[config.mk]
export PLATFORM = sky130hd
export DESIGN_NAME = seq_alu
export DESIGN_NICKNAME = d
export VERILOG_FILES = /design/src/rtl/seq_alu.sv
export SDC_FILE = /design/constraint.sdc
export NUM_CORES = 1
export LEC_CHECK = 0
export BUFFER_PORTS_ARGS = -buffer_cell sky130_fd_sc_hd__buf_2
export CAP_MARGIN = 20
export CORE_ASPECT_RATIO = 0.5
export CORE_MARGIN = 5
export CORE_UTILIZATION = 50
export CTS_CLUSTER_DIAMETER = 200
export DETAILED_ROUTE_END_ITERATION = 10
export PLACE_DENSITY = 0.71
export SLEW_MARGIN = 15
export SYNTH_ARGS = -nofsm -noshare
export SYNTH_HDL_FRONTEND = slang
export SYNTH_SLANG_ARGS = --single-unit
[constraint.sdc]
create_clock -name clk -period 6.4 [get_ports clk]
set_clock_uncertainty 0.05 [all_clocks]
set_input_delay 0.32 -clock clk [delete_from_list [all_inputs] [get_ports clk]]
set_output_delay 0.32 -clock clk [all_outputs]
set_load 0.1 [all_outputs]
[src/rtl/seq_alu.sv]
// Sequential accumulator ALU: single-cycle arithmetic, logic, shift and compare ops on ACC.
// Define SEQ_ALU_MUL_EN to build in the W-cycle shift-add multiply (opcode C) and the HI register.
module seq_alu #(
    parameter  int W  = 8,
    localparam int SW = $clog2(W)
) (
    input  logic         clk,
    input  logic         reset_n,
    input  logic         start,
    input  logic [3:0]   op,
    input  logic [W-1:0] operand,
    output logic [W-1:0] acc_out,
    output logic [W-1:0] hi_out,
    output logic         carry,
    output logic         eq,
    output logic         busy,
    output logic         done
);

    logic [W-1:0] acc_reg;
    logic         c_reg;
    logic         eq_reg;
    logic         done_reg;
    logic [W:0]   add_sum;
    logic [W:0]   sub_sum;

    assign add_sum = {1'b0, acc_reg} + {1'b0, operand} + {{W{1'b0}}, c_reg};
    assign sub_sum = {1'b0, acc_reg} + {1'b0, ~operand} + {{W{1'b0}}, c_reg};

`ifdef SEQ_ALU_MUL_EN
    typedef enum logic {IDLE, MUL} state_t;

    state_t        state_reg;
    logic [W-1:0]  hi_reg;
    logic [W-1:0]  mcand_reg;
    logic [SW-1:0] cnt_reg;
    logic          busy_reg;
    logic [W:0]    psum;

    // One shift-add step: {HI,ACC} is the product/multiplier register, ACC[0] picks the addend.
    assign psum = {1'b0, hi_reg} + {1'b0, (acc_reg[0] ? mcand_reg : {W{1'b0}})};
`endif

    always_ff @(posedge clk) begin
        if (!reset_n) begin
            acc_reg  <= '0;
            c_reg    <= 1'b0;
            eq_reg   <= 1'b0;
            done_reg <= 1'b0;
`ifdef SEQ_ALU_MUL_EN
            state_reg <= IDLE;
            hi_reg    <= '0;
            mcand_reg <= '0;
            cnt_reg   <= '0;
            busy_reg  <= 1'b0;
`endif
        end else begin
            done_reg <= 1'b0;
`ifdef SEQ_ALU_MUL_EN
            if (state_reg == MUL) begin
                {hi_reg, acc_reg} <= {psum, acc_reg[W-1:1]};
                cnt_reg           <= cnt_reg + 1'b1;
                if (cnt_reg == SW'(W - 1)) begin
                    state_reg <= IDLE;
                    busy_reg  <= 1'b0;
                    done_reg  <= 1'b1;
                end
            end else
`endif
            if (start) begin
                done_reg <= 1'b1;
                case (op)
                    4'h0: acc_reg <= operand;
                    4'h1: {c_reg, acc_reg} <= add_sum;
                    4'h2: {c_reg, acc_reg} <= sub_sum;
                    4'h3: acc_reg <= operand << acc_reg[SW-1:0];
                    4'h4: acc_reg <= operand >> acc_reg[SW-1:0];
                    4'h5: begin acc_reg <= acc_reg & operand; c_reg <= 1'b0; end
                    4'h6: begin acc_reg <= acc_reg | operand; c_reg <= 1'b0; end
                    4'h7: begin acc_reg <= acc_reg ^ operand; c_reg <= 1'b0; end
                    4'h8: eq_reg <= (operand == acc_reg);
                    4'h9: eq_reg <= (operand <  acc_reg);
                    4'hA: eq_reg <= (operand >= acc_reg);
                    4'hB: eq_reg <= (operand >  acc_reg);
                    4'hC: begin
`ifdef SEQ_ALU_MUL_EN
                        state_reg <= MUL;
                        busy_reg  <= 1'b1;
                        done_reg  <= 1'b0;
                        hi_reg    <= '0;
                        mcand_reg <= operand;
                        cnt_reg   <= '0;
`endif
                    end
                    4'hD: c_reg <= 1'b0;
                    4'hE: c_reg <= 1'b1;
                    default: ;
                endcase
            end
        end
    end

    assign acc_out = acc_reg;
    assign carry   = c_reg;
    assign eq      = eq_reg;
    assign done    = done_reg;
`ifdef SEQ_ALU_MUL_EN
    assign hi_out  = hi_reg;
    assign busy    = busy_reg;
`else
    assign hi_out  = '0;
    assign busy    = 1'b0;
`endif

endmodule

==> results.md <==
* Initial antenna violation count at 0
* Synth warnings at 0
* Area leader, netlist: ha_1
* Clock Path Buffers at 2
* Chip width at around 110 um
* Wl on met1 at 3.74 mm
* Root buffer cell: clkbuf_8
* RR Endpoint: acc_out[6]
* DPL Wire Length at 6.16 mm
* Routed wl met2 at 3.34 mm
* Synthesis-stage register bit count at 11
* Delay-heaviest family, CP: adder cells
* Max frequency at 301 MHz
* ANT cells at 0
* Worst Path Class, Setup: reg -> reg
* Top Ports at 35
* Drt via density at 6.51
* Cell Area, Placed at approximately 0.0026 sq mm
* WP data required at 6.48 ns
* Sequential-to-total area share from yosys stat at around 8.6%
* Critical Path Max Stage Delay at 0.86 ns
* Clk Latency, worst-skew pair at ~0.25 ns
* Clock transition at path regs at 0.07 ns
* Final Hold Fails at 0
* Pin count of the biggest net entering global routing at 25
* Hold Startpoint: start
* Hold Crit Class: in -> reg
* Slowest-stage cell, CP: dfxtp_1
* Hold bufs inserted after CTS at 0
* Vert. Die Dim at 60.7 um
* Worst Path Max Fanout at 19
* Row count at 18
* Final wirelength at 8.26 mm
* Via count at 2632
* Die area at 0.00677 sq mm
* # setup viols final at 0
* Post-route ant nets at 0
* Startpoint types: register
* Post-route DRC violation count at 0
* Ratio of cells with drive above 1 in the final layout at between 10% and 20%
* DR top layer: met4
* Vias in the first global route at roughly 2400
* Core area at 0.00495 sq mm
* TNS Setup at 0 ns
* 1st-pass router iterations at 7
* CTS H-tree depth at 1
* Max reg flops at 8
* Most common cell on crit path: fa_1
* Critical Path Sink Type: register
* Fin util at 54.3%
* WHS Path Cells at 2
* First-pass GRT wire length at 13.0 mm
* Least-Margin Pin Slew at 1.03 ns
* Levels on crit path at 9
* Area grow syn2layout at 4.47%
* Wire length per cell at 20.5 um
* Initial core utilization at around half
* Post_cts resized at 0
* Tot GR Track Use at approximately a quarter
* Synth Instances at 327
* Reg2Reg Depth at 9
* Status: complete, no violations
* Worst vdd ir at about 0.000097 V
* Hold Path End: carry
* Dominant synthesized flop cell: dfxtp_1
* RD Place Congestion at 0.967
* Most frequent cells in the layout: 35 x ha_1, 26 x inv_1, 25 x nand2_1, 25 x buf_2, 16 x a21oi_1
* Leakage power at 1.13 nW
* Post-synth ARST share at 0%
* Clock Sinks at 11
* Total congestion overflow at 0
* Max_slew headroom at between 30% and 40%
* Synth top area cells: ha_1 17%, dfxtp_1 8.6%, mux4_2 7.0%, mux2i_1 4.7%, inv_1 3.8%
* Reg-to-reg slack, setup at between 3 and 4 ns
* Worst EP arrival at approximately 3.4 ns
* Tcrit/Tclk final at between 50% and 60%
* Post-CTS setup buffers at 0
* CTS tree: built
* Initial DRC Count at 415
* Commonest non-fill, non-tap cell in the layout: ha_1
* Launching point of the worst reg2reg path: acc_out[0]
* Worst path bufs/invs at 1
* P per Cell Area at about 150 mW/mm^2
* Pins Over Slew Limit at 0
* Design area at 0.00269 sq mm
* Netlist cell types at 65
* Final min period at around 3.3 ns
* Mapped cell area at 0.00257 sq mm
* CP cell instances: inv_1 -> fa_1 -> fa_1 -> o21bai_1 -> a211oi_1 -> nor3_1 -> nor4_1 -> a311oi_1 -> a21oi_1
* Max-cap viol count at 0
* Post-synth EDFFs at 0
* Syn Area/Cell at 7.87 sq um
* Nets at 389
* PortBufs at 25
* RSZ-0062 raised after global routing: false
* Share of the synthesized area in the top cell type at 17.0%
* DR WL met3 at approximately 1.1 mm
* CTS buffer count at 3
==> cell type report <==
class                           count  area [sq um]
Fill cell                         485          2270
Sequential cell                    11           220
Timing Repair Buffer               25           125
Inverter                           26          97.6
Clock buffer                        4          45.0
Multi-Input combinational cell    268          2110
Tap cell                           70          87.6
==> worst register-to-register path, cell delays in order (launching register included) <==
cell and delay (ns):
dfxtp_1 0.86, inv_1 0.36, fa_1 0.52, fa_1 0.42, o21bai_1 0.20, a211oi_1 0.10
nor3_1 0.22, nor4_1 0.08, a311oi_1 0.28, a21oi_1 0.11
==> worst max path at each step <==
| stage | slack (ns) | from | to |
|---|---|---|---|
| floorplan | 2.81 | acc_out[0] | acc_out[6] |
| global route | 2.77 | acc_out[0] | acc_out[6] |
| CTS | 3.08 | acc_out[0] | acc_out[6] |
| finish | 3.08 | acc_out[0] | acc_out[6] |
| global placement | 3.19 | acc_out[0] | acc_out[6] |
| detailed placement | 3.08 | acc_out[0] | acc_out[6] |
==> Yosys cell counts, types with 3 or more instances <==
| master | instances |
|---|---|
| dfxtp_1 | 11 |
| nand3_1 | 4 |
| a22o_1 | 4 |
| nand2b_1 | 10 |
| mux2i_1 | 12 |
| fa_1 | 4 |
| o211ai_1 | 6 |
| ha_1 | 35 |
| a21oi_1 | 16 |
| inv_1 | 26 |
| buf_2 | 12 |
| nand2_1 | 25 |
| a221oi_1 | 6 |
| nor2b_1 | 8 |
| nor2_1 | 15 |
| nor3_1 | 10 |
| a311oi_1 | 3 |
| o21ai_1 | 4 |
| mux4_2 | 8 |
| o21ai_0 | 15 |
| clkbuf_1 | 6 |
| or3_1 | 6 |
| a211oi_1 | 7 |
| o21bai_1 | 4 |
| buf_4 | 10 |
| a22oi_1 | 5 |
| o22ai_1 | 4 |
==> cells by family after synthesis <==
logic type,after synthesis,synth area share [%]
simple gates,99,21.0
compound gates,98,26.9
buf+inv,56,10.5
fa+ha+maj,39,20.1
mux,21,12.1
flops,11,8.56
xor+xnor,2,0.681
other cells,1,0.146
==> report_power, final <==
group | switching (mW) | leakage (nW) | internal, mW | total (mW)
Combinational | 0.160 | 1.02 | 0.0677 | 0.227
Clock | 0.0355 | 0.0228 | 0.0442 | 0.0797
Sequential | 0.0109 | 0.0905 | 0.0731 | 0.0840
Total | 0.206 | 1.13 | 0.185 | 0.391
==> per-layer routing <==
| metal | track usage (%) | vias up |
|---|---|---|
| met3 | 6.77 | 8 |
| met1 | 36.5 | 1239 |
| met5 | 0 | - |
| met2 | 35.8 | 175 |
| li1 | - | 1210 |
| met4 | 3.81 | 0 |
==> through the flow <==
| step | total power [mW] | cells | hold slack [ns] | setup WS, ns |
|---|---|---|---|---|
| finish | 0.391 | 404 | 0.302 | 3.08 |
| global route | 0.412 | 404 | 0.318 | 2.77 |
| CTS | 0.385 | 404 | 0.284 | 3.08 |
| detailed placement | 0.306 | 400 | 0.469 | 3.08 |
| global placement | 0.303 | 400 | 0.462 | 3.19 |
| floorplan | 0.261 | 335 | 0.371 | 2.81 |
(Power assumes the default switching activity.)
